[config.mk]
export PLATFORM = sky130hd
export DESIGN_NAME = arf_fu_scheduler
export DESIGN_NICKNAME = d
export VERILOG_FILES = /design/src/rtl/arf_fu_scheduler_pkg.sv /design/src/rtl/arf_fu_scheduler_units.sv /design/src/rtl/arf_fu_scheduler.sv
export SDC_FILE = /design/constraint.sdc
export NUM_CORES = 2
export LEC_CHECK = 0
export BUFFER_PORTS_ARGS = -buffer_cell sky130_fd_sc_hd__buf_2
export CAP_MARGIN = 20
export CORE_UTILIZATION = 57
export CTS_CLUSTER_DIAMETER = 50
export DETAILED_ROUTE_END_ITERATION = 12
export GPL_TIMING_DRIVEN = 0
export HOLD_SLACK_MARGIN = 0.06
export PLACE_DENSITY_LB_ADDON = 0.25
export SETUP_SLACK_MARGIN = 0.3
export SLEW_MARGIN = 20
export SYNTH_ARGS = -nofsm -noshare
export SYNTH_HDL_FRONTEND = slang
export SYNTH_SLANG_ARGS = --single-unit
export TNS_END_PERCENT = 20
[constraint.sdc]
create_clock -name clk -period 7.1 [get_ports clk]
set_input_delay 1.065 -clock clk [delete_from_list [all_inputs] [get_ports clk]]
set_output_delay 1.065 -clock clk [all_outputs]
set_load 0.02 [all_outputs]
[src/rtl/arf_fu_scheduler_pkg.sv]
// arf_fu_scheduler_pkg: shared op/mode encodings, latencies, fixed-point shift and FSM states
package arf_fu_scheduler_pkg;
  localparam int SHIFT_WIDTH = 8;
  localparam int APPR_BITS = 4;
  localparam logic [31:0] APPR_MASK = ~32'((1 << APPR_BITS) - 1);
  localparam logic OP_ADD = 1'b0;
  localparam logic OP_MUL = 1'b1;
  localparam logic MODE_APPR = 1'b0;
  localparam logic MODE_ACC = 1'b1;
  localparam int LAT_ADD = 1;
  localparam int LAT_MUL = 2;
  localparam logic [1:0] S_IDLE = 2'd0;
  localparam logic [1:0] S_ACTIVE = 2'd1;
  localparam logic [1:0] S_HOLD = 2'd2;
endpackage

[src/rtl/arf_fu_scheduler_units.sv]
// arf_fu_scheduler_units: round-robin arbiter plus approximate/accurate add and mul datapaths
module arf_rr_arbiter #(
  parameter int N = 4,
  parameter int W = 2
) (
  input  logic [N-1:0] elig_i,
  input  logic [W-1:0] ptr_i,
  output logic [N-1:0] grant_o
);
  // scanning from the far end lets the lowest offset from ptr_i overwrite last
  always_comb begin
    grant_o = '0;
    for (int k = N - 1; k >= 0; k--) begin
      if (elig_i[ptr_i + W'(k)]) begin
        grant_o = '0;
        grant_o[ptr_i + W'(k)] = 1'b1;
      end
    end
  end
endmodule

module add_0
  import arf_fu_scheduler_pkg::*;
(
  input  logic [31:0] a_i,
  input  logic [31:0] b_i,
  output logic [31:0] y_o
);
  // lower-part OR adder: low bits are ORed and never carry into the upper sum
  assign y_o = {a_i[31:APPR_BITS] + b_i[31:APPR_BITS], a_i[APPR_BITS-1:0] | b_i[APPR_BITS-1:0]};
endmodule

module add_1 (
  input  logic [31:0] a_i,
  input  logic [31:0] b_i,
  output logic [31:0] y_o
);
  assign y_o = a_i + b_i;
endmodule

module mul_0
  import arf_fu_scheduler_pkg::*;
(
  input  logic [31:0] a_i,
  input  logic [31:0] b_i,
  output logic [31:0] y_o
);
  assign y_o = 32'((64'(a_i & APPR_MASK) * 64'(b_i & APPR_MASK)) >> SHIFT_WIDTH);
endmodule

module mul_1
  import arf_fu_scheduler_pkg::*;
(
  input  logic [31:0] a_i,
  input  logic [31:0] b_i,
  output logic [31:0] y_o
);
  assign y_o = 32'((64'(a_i) * 64'(b_i)) >> SHIFT_WIDTH);
endmodule

[src/rtl/arf_fu_scheduler.sv]
// arf_fu_scheduler: in-order round-robin issue of add/mul ops to approximate or accurate units
// ARF_STATS_EN enables the saturating appr_cnt/acc_cnt issue counters (tied to 0 otherwise)
module arf_fu_scheduler
  import arf_fu_scheduler_pkg::*;
#(
  parameter int N_REQ = 4,
  parameter int ID_W  = 2
) (
  input  logic                clk,
  input  logic                rst_n,
  input  logic [N_REQ-1:0]    req_valid,
  output logic [N_REQ-1:0]    req_ready,
  input  logic [N_REQ-1:0]    req_op,
  input  logic [N_REQ-1:0]    req_acc,
  input  logic [32*N_REQ-1:0] req_in_0,
  input  logic [32*N_REQ-1:0] req_in_1,
  output logic [31:0]         out,
  output logic                out_valid,
  input  logic                out_ready,
  output logic [ID_W-1:0]     out_id,
  output logic                busy,
  output logic [15:0]         appr_cnt,
  output logic [15:0]         acc_cnt
);
  logic [1:0] state_q, state_d;
  logic [ID_W-1:0] rr_q, gidx, s1_id_q, m2_id_q, out_id_q;
  logic s1_v_q, s1_op_q, s1_acc_q, m2_v_q, out_v_q;
  logic [31:0] s1_a_q, s1_b_q, m2_q, out_q;
  logic [31:0] add0_y, add1_y, mul0_y, mul1_y;
  logic [N_REQ-1:0] elig, grant;
  logic stall, accept, s1_add, s1_mul;

  assign stall = out_v_q & ~out_ready;
  assign s1_add = s1_v_q && s1_op_q == OP_ADD;
  assign s1_mul = s1_v_q && s1_op_q == OP_MUL;
  // an add accepted behind a mul still in S1 would reach the output slot together with it
  assign elig = req_valid & (s1_mul ? req_op : '1) & {N_REQ{rst_n & ~stall}};
  assign req_ready = grant;
  assign accept = |grant;

  arf_rr_arbiter #(.N(N_REQ), .W(ID_W)) u_arb (.elig_i(elig), .ptr_i(rr_q), .grant_o(grant));

  always_comb begin
    gidx = '0;
    for (int i = 0; i < N_REQ; i++) gidx = grant[i] ? ID_W'(i) : gidx;
  end

  add_0 u_add_0 (.a_i(s1_a_q), .b_i(s1_b_q), .y_o(add0_y));
  add_1 u_add_1 (.a_i(s1_a_q), .b_i(s1_b_q), .y_o(add1_y));
  mul_0 u_mul_0 (.a_i(s1_a_q), .b_i(s1_b_q), .y_o(mul0_y));
  mul_1 u_mul_1 (.a_i(s1_a_q), .b_i(s1_b_q), .y_o(mul1_y));

  always_comb begin
    state_d = state_q == S_IDLE ? (accept ? S_ACTIVE : S_IDLE) :
              state_q == S_HOLD ? (out_ready ? S_ACTIVE : S_HOLD) :
              stall ? S_HOLD :
              (!(s1_v_q | m2_v_q | out_v_q) && !accept) ? S_IDLE : S_ACTIVE;
  end

  always_ff @(posedge clk) begin
    if (!rst_n) begin
      state_q  <= S_IDLE;
      rr_q     <= '0;
      s1_v_q   <= 1'b0;
      m2_v_q   <= 1'b0;
      out_v_q  <= 1'b0;
      out_q    <= '0;
      out_id_q <= '0;
    end else begin
      state_q <= state_d;
      if (!stall) begin
        s1_v_q <= accept;
        if (accept) begin
          rr_q     <= gidx + 1'b1;
          s1_op_q  <= req_op[gidx];
          s1_acc_q <= req_acc[gidx];
          s1_id_q  <= gidx;
          s1_a_q   <= req_in_0[32*gidx +: 32];
          s1_b_q   <= req_in_1[32*gidx +: 32];
        end
        m2_v_q <= s1_mul;
        if (s1_mul) begin
          m2_q    <= s1_acc_q ? mul1_y : mul0_y;
          m2_id_q <= s1_id_q;
        end
        out_v_q <= m2_v_q | s1_add;
        if (m2_v_q | s1_add) begin
          out_q    <= m2_v_q ? m2_q : (s1_acc_q ? add1_y : add0_y);
          out_id_q <= m2_v_q ? m2_id_q : s1_id_q;
        end
      end
    end
  end

  assign out = out_q;
  assign out_valid = out_v_q;
  assign out_id = out_id_q;
  assign busy = state_q != S_IDLE;

`ifdef ARF_STATS_EN
  logic [15:0] appr_q, acc_q;
  always_ff @(posedge clk) begin
    if (!rst_n) begin
      appr_q <= '0;
      acc_q  <= '0;
    end else if (accept) begin
      if (req_acc[gidx] == MODE_ACC) acc_q <= acc_q + 16'(acc_q != 16'hFFFF);
      else appr_q <= appr_q + 16'(appr_q != 16'hFFFF);
    end
  end
  assign appr_cnt = appr_q;
  assign acc_cnt = acc_q;
`else
  assign appr_cnt = '0;
  assign acc_cnt = '0;
`endif
endmodule

# After elaboration in Yosys (flattened, before gate mapping)
# Cells that the tools add are included.
[totals] output_inout_bits=72 wordCells=99 ff_bits=143 in_bits=271
[op_classes] reduce_logical=16 eq_ne=1 add_sub_neg=6 bitwise_logic=11 muxes=38 order_cmp=9 shift=2 mul=2
[op_table] operator="128-bit by 8-bit indexed part select with 32-bit output" count=2
[op_table] operator="32-bit 2-to-1 mux" count=3
[op_table] operator="32-bit by 32-bit multiplier with 40-bit output" count=1
[op_table] operator="32-bit adder" count=1
[op_table] operator="28-bit by 28-bit multiplier with 32-bit output" count=1
[op_table] operator="28-bit adder" count=1
[op_table] operator="4-bit 2-to-1 mux" count=5
[op_table] operator="2-bit by 3-bit < comparator with 1-bit output (second input constant)" count=5
[op_table] operator="2-bit 2-to-1 mux" count=7
[op_table] operator="1-bit 2-to-1 mux" count=13
[op_table] operator="1-bit binary-select mux with 2-bit select" count=6
[op_table] operator="4-bit bitwise AND" count=2
[op_table] operator="1-bit demux with 2-bit select" count=4
[op_table] operator="2-bit by 1-bit greater-or-equal comparator with 1-bit output (second input constant)" count=4
[op_table] operator="1-bit logical AND" count=7
[op_table] operator="3-bit AND reduction" count=2
[op_table] operator="2-bit by 1-bit adder with 2-bit output (second input constant)" count=2
[op_table] operator="2-bit adder (second input constant)" count=2
[op_table] operator="4-bit OR" count=1
[op_table] operator="2-bit AND reduction" count=2
[op_table] operator="4-bit OR reduction" count=1
[op_table] operator="1-bit inverter" count=3
[op_table] operator="1-bit OR" count=3
[op_table] operator="1-bit bitwise AND" count=2
[op_table] operator="other kinds (4)" count=5

# Longest topological paths before layout
[logic_depth] depth_word=18 depth_mapped=28 mapped_depth_nobuf=26

# Hierarchy
# A second synthesis with hierarchy kept.
[unflattened] cells_unflattened=5401 area_unflattened_um2=48704.2
[by_module_without_submodules] mod="mul_1" cells_per_inst=2486 area_per_inst_um2=22365.2 n_inst=1 seq_area_each_um2=0.0
[by_module_without_submodules] mod="mul_0" cells_per_inst=1793 area_per_inst_um2=15587.4 n_inst=1 seq_area_each_um2=0.0
[by_module_without_submodules] mod="arf_fu_scheduler" cells_per_inst=650 area_per_inst_um2=7236.9 n_inst=1 seq_area_each_um2=3883.7
[by_module_without_submodules] mod="add_1" cells_per_inst=221 area_per_inst_um2=1601.5 n_inst=1 seq_area_each_um2=0.0
[by_module_without_submodules] mod="add_0" cells_per_inst=204 area_per_inst_um2=1500.2 n_inst=1 seq_area_each_um2=0.0
[by_module_without_submodules] mod="arf_rr_arbiter" cells_per_inst=47 area_per_inst_um2=412.9 n_inst=1 seq_area_each_um2=0.0

# Least setup slack after synthesis
# No wires, ideal clock.
[synth_path] path_kind="flip-flop to flip-flop" from="register s1_a_q[9]" to="register m2_q[23] (data pin)" path_stages_with_launch=27 required_time_ps=6845 arrival_time_ps=6995 path_buffers=2 path_slack_ps=-151 setup_time_ps=255 synth_period_minus_slack_ps=7251 path_cell_list="edfxtp_1 -> clkbuf_1 -> clkbuf_1 -> nand2_1 -> fa_1 -> inv_1 -> fa_1 -> fa_1 -> inv_1 -> fa_1 -> inv_1 -> fa_1 -> inv_1 -> fa_1 -> inv_1 -> fa_1 -> fa_1 -> ha_1 -> a211o_1 -> o211ai_1 -> a21oi_1 -> o21a_1 -> nor3_1 -> a21oi_1 -> a31o_2 -> or3_1 -> a31o_1"
[synth_between] elab_chain_cells=2 word_cells_on_any_way=3 cone_classes="mul (2); mux (1)"
[synth_lines] element="start: declaration" line="arf_fu_scheduler.sv:28" source="logic [31:0] s1_a_q, s1_b_q, m2_q, out_q;"
[synth_lines] element="start signal: assignment" line="arf_fu_scheduler.sv:78" source="s1_a_q <= req_in_0[32*gidx +: 32];"
[synth_lines] element="32-bit by 32-bit multiplier with 40-bit output or 28-bit by 28-bit multiplier with 32-bit output (tied branches)" line="arf_fu_scheduler_units.sv:58, arf_fu_scheduler_units.sv:48"
[synth_lines] element="32-bit 2-to-1 mux (*)" line="arf_fu_scheduler.sv:83" source="m2_q <= s1_acc_q ? mul1_y : mul0_y;"
[synth_lines] element="end signal: assignment" line="arf_fu_scheduler.sv:83"
[synth_lines] element="end: declaration" line="arf_fu_scheduler.sv:28"
# Every way passes the cells marked *; elsewhere a longest branch is shown, timed or not.
# A chain may end at the register's enable or synchronous reset.

# Worst setup path after layout
[layout_path] from="register s1_a_q[13]" to="register m2_q[31] (data pin)"
# Same word-level chain as after synthesis.

==> metrics.txt <==
Hold Path Depth 0; post-synthesis sequential area ratio between 10% and 20%; leading area contributor after synthesis fa_1; async set or reset register ratio after synthesis 0%; CTS max path bufs 2; Yosys reg bits 143; Fmax 126 MHz; Crit path depth 24; Synth area leaders fa_1 41%, ha_1 10%, inv_1 8.6%; CP most frequent cell fa_1; first-pass GRT wire length 212000 um; final setup TNS -9100 ps; Hold Crit Class reg2reg; final critical-path required period 7910 ps; CTS tree yes; vias in the first global route 32.4k; Die W 257 um; share of cells above drive strength 1 ~17%; Vias 31.4k; IO buf count 310; Area growth syn-to-layout 15.6%; final hold viol count 0; most common cell after layout, fill and taps aside inv_1; number of flops mapped to enable cells by yosys a little over 100; Worst-Margin Slew 1300 ps; Crit path arrival time 8090 ps; Core Footprint between 0.06 and 0.07 mm^2; drt pass-1 iters 6; crit-path max cell delay 610 ps; die area 0.0663 mm^2; dpl hpwl 119000 um; Die Ht 257 um; worst r2r src s1_a_q[13]; FP Rows 93; DR iter-0 viols 3303; max-slew violation count 0; Placer Congestion 1.06; Remaining DRCs 0; CTS Sinks 143; Layout Skew 14.4 ps; Worst Setup SP s1_a_q[13]; Starting Density 57.7%; mapped cell area 0.0372 mm^2; period utilization 111%; Routed Antenna Nets 0; Worst EP required 7280 ps; largest net degree at the start of global routing 19; nets 5750; Cells after Synth 3950; final WL 147000 um; endpoint class of the critical path register; RSZ-0062 raised after global routing yes; Setup WS post-layout -814 ps; # IOs 343; antenna violations before repair 27; critical path's top delay family adder cells; number of buffers and inverters on the critical path 5; commonest cells after routing, fill and taps aside 843 x inv_1, 742 x fa_1, 403 x and2_1; Worst Hold Launch s1_id_q[0]; total grt overflow 0; Max FO, Critical Path 6; Setup CP Type reg2reg; Via-to-Cell Ratio 5.92; CP max stage cell fa_1; Worst setup SP type register; # setup viols final 20; MaxCap Viol Count 0; ys flop type edfxtp_1; syn avg cell area 9.42 um^2; status complete, but fails checks; clock-pin slew on the worst setup and hold paths roughly 60 ps; failing checks setup timing; CTS Buf Count 17; # H-tree levels 4; WL per Instance 27.7 um; Syn. warnings 0; GRT Overall Usage 45.2%; Worst-Skew Late Latency around 450 ps; max_slew headroom 13.2%; critical path cell sequence clkbuf_8 -> buf_4 -> and2_1 -> fa_1 -> fa_1 -> fa_2 -> inv_1 -> fa_1 -> inv_1 -> fa_1 -> fa_1 -> fa_1 -> fa_1 -> ha_4 -> o211ai_1 -> a21oi_1 -> o21a_2 -> buf_6 -> o31ai_4 -> nor2b_4 -> o41ai_4 -> xnor2_1 -> mux2i_2 -> xnor2_2; Register-to-Register Path Depth 24; area share of the largest cell type after synthesis 40.6%; Cell variety after synth 87; clk root buf clkbuf_16
per-stage QoR:
stage | utilization [%] | area, um^2 | hold slack (ps) | worst slack (ps) | cells
floorplan | - | 37400 | 426 | 138 | 3981
global placement | 62.0 | 40000 | 438 | -2870 | 5146
detailed placement | 62.2 | 40100 | 454 | -2990 | 5153
CTS | 66.0 | 42500 | 471 | -735 | 5272
global route | 66.7 | 43000 | 482 | -881 | 5300
finish | 66.7 | 43000 | 474 | -814 | 5310
metal layers:
layer	GRT usage (%)	vias up	wire [um]
met5	0	-	112
met2	67.5	2281	63300
met3	15.9	572	19900
met1	52.9	15453	49000
li1	-	13112	-
met4	36.1	16	14600
final cells by class:
| type | count | area, um^2 |
|---|---|---|
| multi-input combinational | 2760 | 29900 |
| sequential | 143 | 3880 |
| tap | 855 | 1070 |
| timing repair buffer | 426 | 2610 |
| clock buffer | 18 | 429 |
| inverter | 856 | 3210 |
| fill | 5387 | 21500 |
| buffer | 222 | 1640 |
| antenna | 16 | 40.0 |
| clock inverter | 14 | 171 |
synth_stat cells (7+ instances only):
library cell,number
a31oi_1,14
nor2b_1,12
dfxtp_1,41
a21o_1,50
nand2_1,390
buf_2,12
o211ai_1,27
fa_1,755
inv_1,853
nand3_1,17
nand2b_1,16
buf_4,39
a211oi_1,19
clkbuf_1,165
edfxtp_1,102
and3_1,11
a211o_1,9
a21oi_1,98
and2_1,412
nor3_1,15
xor2_1,41
o21ai_1,75
o211a_1,16
mux2i_1,75
ha_1,298
o31ai_1,7
xnor2_1,79
a22oi_1,67
o21a_1,10
nor2_1,57
o21ai_0,61
flip-flops by register name, summed over array words and instances, names as in the netlist:
register	count
state_q	2
s1_v_q	1
m2_q	32
out_id	2
m2_id_q	2
out	32
s1_id_q	2
s1_b_q	32
out_valid	1
s1_a_q	32
rr_q	2
s1_op_q	1
s1_acc_q	1
m2_v_q	1
repair_timing:
item,4_1_cts,5_1_grt
hold buffers,0,0
gates cloned,0,0
pin swaps,38,43
buffers inserted,87,21
gates resized for setup,313,79
setup endpoints to repair,29,26
worst register-to-register path, cell delays in order (launching register included):
cell	delay [ps]
edfxtp_1	530
clkbuf_8	230
buf_4	150
and2_1	160
fa_1	490
fa_1	520
fa_2	570
inv_1	60
fa_1	490
inv_1	50
fa_1	460
fa_1	610
fa_1	480
fa_1	530
ha_4	320
o211ai_1	100
a21oi_1	190
o21a_2	300
buf_6	150
o31ai_4	70
nor2b_4	170
o41ai_4	410
xnor2_1	150
mux2i_2	310
xnor2_2	140
cells by family after synthesis:
group,share of synthesized area (%)
multiplexers,2.14
XOR/XNOR,2.87
adder cells (fa/ha/maj),50.7
AO/OA/AOI/OAI,9.24
other,0.0101
flip-flops,10.4
buffers and inverters,11.3
AND/OR/NAND/NOR,13.3
path summary, 6_finish.rpt:
kind,slack (ps),to
worst max-delay path,-810,m2_q[31]
worst min-delay path,470,m2_id_q[0]
worst max register to register,-810,m2_q[31]
worst min register to register,470,m2_id_q[0]
Power is left out: the tool's default activity adds up to more than one toggle a clock period on the data nets, which glitch-free logic cannot reach.
